## config.mk

```make
export PLATFORM = sky130hd
export DESIGN_NAME = i2s_clock_ctrl
export DESIGN_NICKNAME = d
export VERILOG_FILES = /design/src/rtl/i2s_clock_ctrl.sv
export SDC_FILE = /design/constraint.sdc
export NUM_CORES = 1
export LEC_CHECK = 0
export ABC_AREA = 1
export BUFFER_PORTS_ARGS = -buffer_cell sky130_fd_sc_hd__buf_2
export CAP_MARGIN = 10
export CORE_MARGIN = 2
export CORE_UTILIZATION = 55
export CTS_BUF_LIST = sky130_fd_sc_hd__clkbuf_16
export CTS_CLUSTER_DIAMETER = 200
export CTS_CLUSTER_SIZE = 16
export DETAILED_ROUTE_END_ITERATION = 8
export PLACE_DENSITY = 0.83
export SLEW_MARGIN = 20
export SYNTH_ARGS = -nofsm -noshare
export SYNTH_HDL_FRONTEND = slang
export SYNTH_SLANG_ARGS = --single-unit
export TNS_END_PERCENT = 30
```

## constraint.sdc

```tcl
create_clock -name ACLK -period 2.33 [get_ports ACLK]
set_clock_uncertainty 0.1 [all_clocks]
set_input_delay 0.233 -clock ACLK [delete_from_list [all_inputs] [get_ports ACLK]]
set_output_delay 0.233 -clock ACLK [all_outputs]
set_load 0.01 [all_outputs]
```

## src/rtl/i2s_clock_ctrl.sv

```systemverilog
// I2S bus-clock master and frame sequencer.
// Generates sck/ws from ACLK, issues bit/frame timing strobes, and only
// starts or stops the bus on frame boundaries so no partial frame is seen.
module i2s_clock_ctrl #(
    parameter int SCK_DIV   = 8,
    parameter int SLOT_BITS = 32,
    parameter int FCNT_W    = 16
) (
    input  logic                           ACLK,
    input  logic                           ARESETN,
    input  logic                           enable,
    output logic                           sck,
    output logic                           ws,
    output logic                           sck_rise,
    output logic                           sck_fall,
    output logic                           frame_start,
    output logic [$clog2(2*SLOT_BITS)-1:0] bit_index,
    output logic [FCNT_W-1:0]              frame_count,
    output logic                           running
);

    localparam int DIV_W = (SCK_DIV > 2) ? $clog2(SCK_DIV) : 1;
    localparam int BIT_W = $clog2(2*SLOT_BITS);

    localparam logic [DIV_W-1:0] DIV_LAST = DIV_W'(SCK_DIV - 1);
    localparam logic [DIV_W-1:0] DIV_HALF = DIV_W'(SCK_DIV / 2);
    localparam logic [BIT_W-1:0] BIT_LAST = BIT_W'(2*SLOT_BITS - 1);
    localparam logic [BIT_W-1:0] SLOT_LEN = BIT_W'(SLOT_BITS);

    typedef enum logic [1:0] {
        IDLE  = 2'd0,
        RUN   = 2'd1,
        DRAIN = 2'd2
    } state_t;

    state_t             state;
    state_t             state_nxt;
    logic [DIV_W-1:0]   div_cnt;
    logic [DIV_W-1:0]   div_nxt;
    logic [BIT_W-1:0]   bit_nxt;
    logic [FCNT_W-1:0]  fcnt_nxt;
    logic               end_of_frame;
    logic               active_nxt;
    logic               sck_nxt;
    logic               ws_nxt;
    logic               rise_nxt;
    logic               fall_nxt;
    logic               fstart_nxt;

    // Next-state, next-counter and next-output logic; outputs are computed
    // from the next counter values so the registered strobes line up with
    // the counters they describe.
    always_comb begin
        state_nxt    = state;
        div_nxt      = div_cnt;
        bit_nxt      = bit_index;
        fcnt_nxt     = frame_count;
        end_of_frame = (state != IDLE) && (div_cnt == DIV_LAST) && (bit_index == BIT_LAST);

        case (state)
            IDLE: begin
                if (enable) begin
                    state_nxt = RUN;
                end
            end
            RUN: begin
                if (!enable) begin
                    state_nxt = DRAIN;
                end
            end
            DRAIN: begin
                if (enable) begin
                    state_nxt = RUN;
                end else if (end_of_frame) begin
                    state_nxt = IDLE;
                end
            end
            default: begin
                state_nxt = IDLE;
            end
        endcase

        if (state != IDLE) begin
            if (div_cnt == DIV_LAST) begin
                div_nxt = '0;
                if (bit_index == BIT_LAST) begin
                    bit_nxt = '0;
                end else begin
                    bit_nxt = bit_index + 1'b1;
                end
            end else begin
                div_nxt = div_cnt + 1'b1;
            end
        end

        if (end_of_frame) begin
            fcnt_nxt = frame_count + 1'b1;
        end

        if (state_nxt == IDLE) begin
            div_nxt = '0;
            bit_nxt = '0;
        end

        active_nxt = (state_nxt != IDLE);
        sck_nxt    = active_nxt && (div_nxt >= DIV_HALF);
        ws_nxt     = active_nxt && (bit_nxt >= SLOT_LEN);
        rise_nxt   = active_nxt && (div_nxt == DIV_HALF);
        fall_nxt   = active_nxt && (div_nxt == '0) && (state != IDLE);
        fstart_nxt = active_nxt && (div_nxt == '0) && (bit_nxt == '0);
    end

    // State, counters and registered bus outputs with synchronous reset.
    always_ff @(posedge ACLK) begin
        if (!ARESETN) begin
            state       <= IDLE;
            div_cnt     <= '0;
            bit_index   <= '0;
            frame_count <= '0;
            sck         <= 1'b0;
            ws          <= 1'b0;
            sck_rise    <= 1'b0;
            sck_fall    <= 1'b0;
            frame_start <= 1'b0;
            running     <= 1'b0;
        end else begin
            state       <= state_nxt;
            div_cnt     <= div_nxt;
            bit_index   <= bit_nxt;
            frame_count <= fcnt_nxt;
            sck         <= sck_nxt;
            ws          <= ws_nxt;
            sck_rise    <= rise_nxt;
            sck_fall    <= fall_nxt;
            frame_start <= fstart_nxt;
            running     <= active_nxt;
        end
    end

endmodule

```

[After elaboration in Yosys (flattened, before gate mapping)]
Index checks and enable logic that the tools add are counted.
Storage, ports and cells
  register bits: 33
  logic and storage cells: 46
  output and inout bits: 28
  input bits: 3
Cells by class
  muxes and demuxes: 12
  $add $sub $neg: 3
  equality and inequality tests: 5
  magnitude comparators: 2
  reduce and logical (&&, ||, !) cells: 14
Operator list (count)
  $mux W6: 4
  $add A16 B1 Y16 const B: 1
  $mux W3: 3
  $logic_and A1 B1 Y1: 8
  $mux W2: 4
  $add A6 B1 Y6 const B: 1
  $eq A3 B3 Y1 const B: 2
  $eq A6 B6 Y1 const B: 1
  $ge A6 B6 Y1 const B: 1
  $logic_not A6 Y1: 1
  $pmux W2 S3: 1
  $logic_not A2 Y1: 2
  $reduce_bool A2 Y1: 2
  $add A3 B1 Y3 const B: 1
  $ge A3 B3 Y1 const B: 1
  $logic_not A3 Y1: 1
  $eq A2 B1 Y1 const B: 1
  $eq A2 B2 Y1 const B: 1

[Longest topological paths before layout]
Gate-level depths: netlist of the first run.
  word-level depth: 11
  mapped depth: 12
  depth with buffers taken out: 12

[Least setup slack after synthesis of the first run]
Ideal clock, no wire load.
  kind: reg2reg
  start: register bit_index[1]
  end: register bit_index[3]
  period minus slack after synthesis: 1.599 ns
  arrival: 1.377 ns
  library setup time: 0.122 ns
  slack: 0.731 ns
  stages on the path, launching flop included: 11
  buffers on the path: 0
  required time: 2.108 ns
  cell sequence: dfxtp_1 ha_1 nand2_1 nor2_2 nand2_2 nor2_8 nand2_2 nand2_1 nand2_1 nand2_4 nor3_1
On the way
  longest elaborated chain between the ends: 7
  elaborated cells on any way between the ends: 11
  those cells by class: add/sub (1); eq/ne (1); mux (7); reduce/logical (2)
Ends and longest elaborated chain
  from (decl): line 17  | output logic [$clog2(2*SLOT_BITS)-1:0] bit_index,
  from (signal assigned): line 129  | bit_index <= bit_nxt;
  branches (longest 6 deep; another with $add A6 B1 Y6)
  $mux W6 *: line 100  | if (state_nxt == IDLE) begin
Every way passes the cells marked *.
A chain may end at the register's enable or synchronous reset.

[Final worst setup path of the first run]
  start: register div_cnt[1]
  end: register frame_count[10]
On the way
  longest elaborated chain between the ends: 3
Ends and longest elaborated chain
  from (decl): line 38  | logic [DIV_W-1:0] div_cnt;
  from (signal assigned): line 128  | div_cnt <= div_nxt;
  $eq A3 B3 Y1: line 58  | end_of_frame = (state != IDLE) && (div_cnt == DIV_LAST) && (bit_index == BIT_LAST);
  $logic_and A1 B1 Y1 (2 in a row): line 58
  to (signal assigned): line 130  | frame_count <= fcnt_nxt;
  to (decl): line 18  | output logic [FCNT_W-1:0] frame_count,
No other way between the ends.

==> impl_metrics.py, run 1 <==
metrics = {
    "critical_path": {
        "r2r-end": "frame_count[10]",
        "cpPeakStageDelay_ns": 0.33,
        "cp-start-kind": "register",
        "rrSetupSlack_ns": 0.46,
        "endpoint_kind": "register",
        "cp_slowest_cell": "dfxtp_1",
        "path_delay_family": "simple AND/OR/NAND/NOR gates",
        "path_max_fanout": 12,
        "cp.required_ns": 2.40,
        "path_cells": "ha_1, ha_1, inv_2, nor2_8, nand2_4, nor2_1, nand2_1, inv_1, nand3_1, nand2_1, nor2_1",
        "critPathArrivalTime_ns": 1.94,
        "worst-setup-path-type": "register to register",
        "r2r_cells": 11,
        "reg2reg_from": "div_cnt[1]",
        "crit_buf_inv": 2,
    },
    "final_layout": {
        "nNetsFinal": 274,
        "final_cell_mix": "nand2_1, nor2_1, dfxtp_1",
        "areaGrowthSynthToFinish_pct": 18.4,
        "n_antenna_cell": 0,
        "layout_commonest_cell": "nand2_1",
        "layout-drive-gt1-share_pct": 20.9,
        "multi_input_area_um2": 868,
        "stdcell_count": 299,
        "register_area_um2": 621,
        "nFillCells": 252,
    },
    "clocking": {
        "postCtsResizedCells": 0,
        "clkTransAtPathRegs_ns": 0.05,
        "htree_levels": 2,
        "clock_path_buffers": 2,
        "cts_buffers": 5,
        "cts_tree": "done",
        "clkLatencyLatePin_ns": 0.27,
        "cts.sinks": 31,
        "cts_setup_buffers": 0,
        "clk_root_buffer_cell": "clkbuf_16",
        "cts_hold_buf": 0,
    },
    "synthesis": {
        "synth-seq-cells": 31,
        "avgSynthCellArea_um2": 6.93,
        "synth_nets": 241,
        "yosysUniqueCellTypes": 28,
        "synthCells": 234,
        "synthesis.area_um2": 1620,
        "ys_warn_count": 0,
        "yosysSeqAreaShare_pct": 38.3,
    },
    "worst_hold_path": {
        "hold_depth": 3,
        "hold_start": "enable",
        "hold_end": "state[0]",
        "holdCritPathClass": "input port to register",
    },
    "timing": {
        "setup_ws_ns": 0.459,
        "setup-tns-final_ns": 0,
        "finalMaxSlewViolations": 0,
        "maxSlewHeadroom_pct": 73.6,
        "setup_violations": 0,
        "hold_violations": 0,
        "worstMarginPinSlew_ns": 0.396,
        "fmax_ghz": 0.535,
        "min_period_ns": 1.87,
        "min_period_over_period_pct": 80.3,
        "grt_setup_unrepaired": "false",
    },
    "floorplanning": {
        "die_width_um": 58.3,
        "io_pins": 31,
        "core_area_um2": 2780,
        "die_h_um": 58.3,
        "row_count": 19,
        "initial_utilization_pct": 58.3,
        "dieArea_um2": 3400,
    },
    "power": {
        "power_density_nw_per_um2": 627,
        "leakagePower_nw": 0.924,
        "peakVddDrop_mv": 0.694,
        "total_power_mw": 1.20,
    },
    "placement": {
        "preCtsSetupSlack_ns": 0.515,
        "dp_cells": 291,
        "place_hpwl_um": 2450,
        "portBuffers": 30,
        "gp_congestion": 0.830,
    },
    "drt": {
        "wl_um": 3500,
        "vias": 1515,
        "viasPerCell": 5.07,
        "drtIter0Drc": 54,
        "drtPass1Iterations": 4,
        "drc": 0,
        "ant_nets": 0,
        "drt-wirelength-per-cell_um": 11.7,
    },
    "global_routing": {
        "grt_overflow": 0,
        "antenna_found_initial": 0,
        "grt_use_total_pct": 23.5,
        "grt_pass1_wl_um": 5890,
        "grt_max_degree": 13,
        "grt_pass1_vias": 1326,
    },
    "run": {
        "cap_violations": 0,
    },
    "status": {
        "status": "finished clean",
    },
}
## kinds of logic (layout without fill, tap and decap cells)
logic type,count (synthesis),in the layout,synth area share [%]
compound gates,20,20,6.56
simple gates,142,142,41.2
flops,31,31,38.3
fa+ha+maj,4,4,3.09
xor+xnor,5,5,2.70
buf+inv,32,66,8.18
## synth_stat cells
master / instances / area [um^2]
dfxtp_1: 31 / 621
nor2_1: 38 / 143
o21ai_0: 6 / 30.0
nor3_1: 3 / 15.0
nand3b_1: 1 / 7.51
nor2_2: 3 / 18.8
nand3_2: 2 / 20.0
clkbuf_1: 1 / 3.75
xnor2_1: 1 / 8.76
xor2_1: 4 / 35.0
o21bai_1: 1 / 7.51
buf_6: 1 / 11.3
a31o_2: 1 / 8.76
nor3_2: 1 / 10.0
ha_1: 4 / 50.1
nand2_2: 4 / 25.0
nand4_1: 2 / 12.5
buf_2: 1 / 5.00
buf_4: 1 / 7.51
a21oi_1: 12 / 60.1
nor2_8: 2 / 40.0
nand3_1: 13 / 65.1
inv_2: 3 / 11.3
nand2_4: 3 / 33.8
nand2_1: 67 / 251
inv_1: 25 / 93.8
nor3b_1: 2 / 15.0
nor2_4: 1 / 11.3
## report_power, final
part	total [mW]	leakage [nW]	internal, mW	switching (mW)
clock network	0.603	0.0762	0.385	0.219
logic	0.0580	0.597	0.0175	0.0406
registers	0.542	0.251	0.538	0.00410
total	1.20	0.924	0.940	0.263
## final cells by class
cell class / count / area share, %
inverter: 28 / 5.47
timing repair buffer: 30 / 7.82
multi-input combinational: 171 / 45.2
clock inverter: 3 / 0.651
tap: 31 / 2.02
sequential: 31 / 32.3
clock buffer: 5 / 6.51
## worst register-to-register path: cells and delay by family (launching register included)
| family | cells | cell delay (ns) |
|---|---|---|
| adder cells (fa/ha/maj) | 2 | 0.34 |
| buffers and inverters | 2 | 0.17 |
| flip-flops | 1 | 0.33 |
| AND/OR/NAND/NOR | 7 | 0.83 |
## stage by stage
step,area [um^2],hold WS [ns],utilization [%]
3_3_place_gp,1780,0.382,64.1
6_report,1920,0.131,69.1
3_5_place_dp,1780,0.386,64.1
5_1_grt,1920,0.154,69.1
4_1_cts,1920,0.129,69.1
2_1_floorplan,1620,0.276,-
## flip-flops by register name (all words and copies together) (netlist names)
name and cells:
frame_start 1, sck_rise 1, sck_fall 1, bit_index 5, running 1, sck 1, ws 1, div_cnt 2
state 2, frame_count 16
## per-layer routing
layer  GRT usage [%]  share of wire (%)  vias to the layer above  wire, um
met3            6.59                5.6                        6       197
met4            9.97                1.2                        0        41
li1                -                  -                      803         -
met2            36.9                 46                       45      1620
met1            30.3                 47                      661      1630
met5               0                  0                        -         0
## worst max path at each step
stage	from	to	depth (start not counted)	slack, ns
2_1_floorplan	bit_index[1]	bit_index[3]	10	0.73
6_report	div_cnt[1]	frame_count[10]	11	0.46
3_3_place_gp	div_cnt[0]	frame_count[10]	11	0.61
4_1_cts	div_cnt[1]	frame_count[10]	11	0.47
5_1_grt	div_cnt[1]	frame_count[10]	11	0.29
3_5_place_dp	div_cnt[1]	frame_count[10]	11	0.51
Note: power is estimated with default switching activity, not from simulation.
==> run 2, diff against run 1 <==
- CORE_UTILIZATION: 55 -> 49
- PLACE_DENSITY: 0.83 -> 0.79
- clock period: 2.33 -> 1.7 ns (I/O delays scaled with it)
==> impl_metrics.py, run 2 (synthesized netlist as in run 1, its figures left out) <==
metrics = {
    "power": {
        "seq_power_share_pct": 45.9,
        "total_power_mw": 1.62,
        "clkPwrFrac_pct": 48.8,
        "leakagePower_nw": 1.03,
        "power.switching_mw": 0.339,
        "peakVddDrop_mv": 0.523,
        "power_switching_share_pct": 20.9,
        "comb_power_share_pct": 5.3,
        "intPower_mw": 1.28,
        "power_density_nw_per_um2": 750,
    },
    "drt": {
        "wl_um": 4210,
        "drtIter0Drc": 119,
        "drtPass1Iterations": 4,
        "drc": 0,
        "ant_nets": 0,
        "drt-wirelength-per-cell_um": 12.9,
        "vias": 1693,
        "viasPerCell": 5.18,
    },
    "final_layout": {
        "multi_input_area_um2": 967,
        "register_area_um2": 627,
        "areaGrowthSynthToFinish_pct": 33.4,
        "fin_util_pct": 69.7,
        "largest_reg_flops": 16,
        "regMostFlops": "frame_count",
        "layout_commonest_cell": "nand2_1",
        "nNetsFinal": 291,
        "stdcell_count": 327,
        "top_regs": "frame_count: 16 flops, bit_index: 5 flops",
        "nFillCells": 260,
        "final_cell_mix": "nand2_1, nor2_1, buf_2",
        "n_antenna_cell": 0,
        "final_area_um2": 2160,
        "layout-drive-gt1-share_pct": 31.4,
    },
    "floorplanning": {
        "dieArea_um2": 3790,
        "die_width_um": 61.5,
        "die_h_um": 61.5,
        "core_area_um2": 3100,
        "initial_utilization_pct": 52.3,
        "io_pins": 31,
        "row_count": 20,
    },
    "clocking": {
        "htree_levels": 2,
        "clkTransAtPathRegs_ns": 0.05,
        "clkLatencyLatePin_ns": 0.27,
        "clk_root_buffer_cell": "clkbuf_16",
        "cts_buffers": 5,
        "cts_hold_buf": 0,
        "cts.sinks": 31,
        "clock_path_buffers": 2,
        "cts_tree": "done",
    },
    "critical_path": {
        "worst-setup-path-type": "register to register",
        "r2r-end": "frame_count[12]",
        "path_max_fanout": 5,
        "cp.required_ns": 1.76,
        "endpoint_kind": "register",
        "critPathArrivalTime_ns": 1.78,
        "r2r_cells": 9,
        "startpoint": "bit_index[0]",
        "rrSetupSlack_ns": -0.02,
        "cp-start-kind": "register",
        "reg2reg_from": "bit_index[0]",
    },
    "timing": {
        "setup_violations": 1,
        "setup-tns-final_ns": -0.0161,
        "fmax_ghz": 0.583,
        "grt_setup_unrepaired": "true",
        "worstMarginPinSlew_ns": 0.284,
        "finalMaxSlewViolations": 0,
        "min_period_over_period_pct": 101,
        "min_period_ns": 1.72,
        "maxSlewHeadroom_pct": 81.0,
        "hold_violations": 0,
        "hold_slack_ns": 0.0969,
        "setup_ws_ns": -0.0161,
    },
    "status": {
        "violations": "negative setup slack",
        "status": "complete, but fails checks",
    },
    "global_routing": {
        "grt_pass1_vias": 1339,
        "grt_overflow": 0,
        "grt_max_degree": 12,
        "grt_pass1_wl_um": 5650,
        "antenna_found_initial": 0,
        "grt_use_total_pct": 20.8,
    },
    "placement": {
        "gp_congestion": 0.803,
        "place_hpwl_um": 2640,
        "preCtsSetupSlack_ns": -0.0543,
        "dp_cells": 313,
        "placed_area_um2": 1870,
        "portBuffers": 30,
    },
    "worst_hold_path": {
        "holdCritPathClass": "input port to register",
        "hold_depth": 3,
        "hold_end": "state[0]",
        "hold_start": "enable",
    },
    "run": {
        "cap_violations": 0,
    },
}
-- run 2: worst max path at each step --
stage          slack (ns)               to  cells past startpoint
3_5_place_dp        -0.05  frame_count[10]                     11
6_report            -0.02  frame_count[12]                      9
5_1_grt             -0.09  frame_count[14]                      9
4_1_cts              0.02      frame_start                     10
3_3_place_gp         0.06     bit_index[3]                     10
2_1_floorplan        0.10     bit_index[3]                     10
-- run 2: worst max-delay path, stage by stage, from the launching register on --
cell	delay, ns
dfxtp_2	0.34
ha_2	0.21
nand2_2	0.10
nor2_2	0.21
nand2_4	0.10
buf_4	0.16
nor2_4	0.16
nand3_1	0.12
nand2_1	0.08
nor2_1	0.04
-- run 2: repair_timing --
item / in CTS / in global routing
pin swaps: 1 / 16
cloned: 0 / 1
resized for setup: 1 / 27
buffers inserted: 0 / 7
setup endpoints to repair: 3 / 20
-- run 2: layout make-up --
type                    count  share of cell area (%)
inverters                  28                    4.97
multi-input cells         172                    44.7
well taps                  44                    2.54
clock inverters             1                   0.174
clock buffers               5                    5.78
flip-flops and latches     31                    29.0
repair buffers             46                    12.8
-- run 2: power by group through the flow --
stage	Combinational (mW)	Sequential (mW)	Clock [mW]
floorplan	0.0547	0.759	0
global placement	0.0772	0.757	0
detailed placement	0.0777	0.757	0
CTS	0.0785	0.743	0.798
global route	0.0976	0.746	0.833
finish	0.0857	0.746	0.792
-- run 2: metal layers --
layer / up-vias / wire [um] / GRT usage, %
met3: 18 / 295 / 6.30
met5: - / 0 / 0
li1: 827 / - / -
met4: 0 / 150 / 8.51
met2: 72 / 2060 / 33.8
met1: 776 / 1710 / 25.5
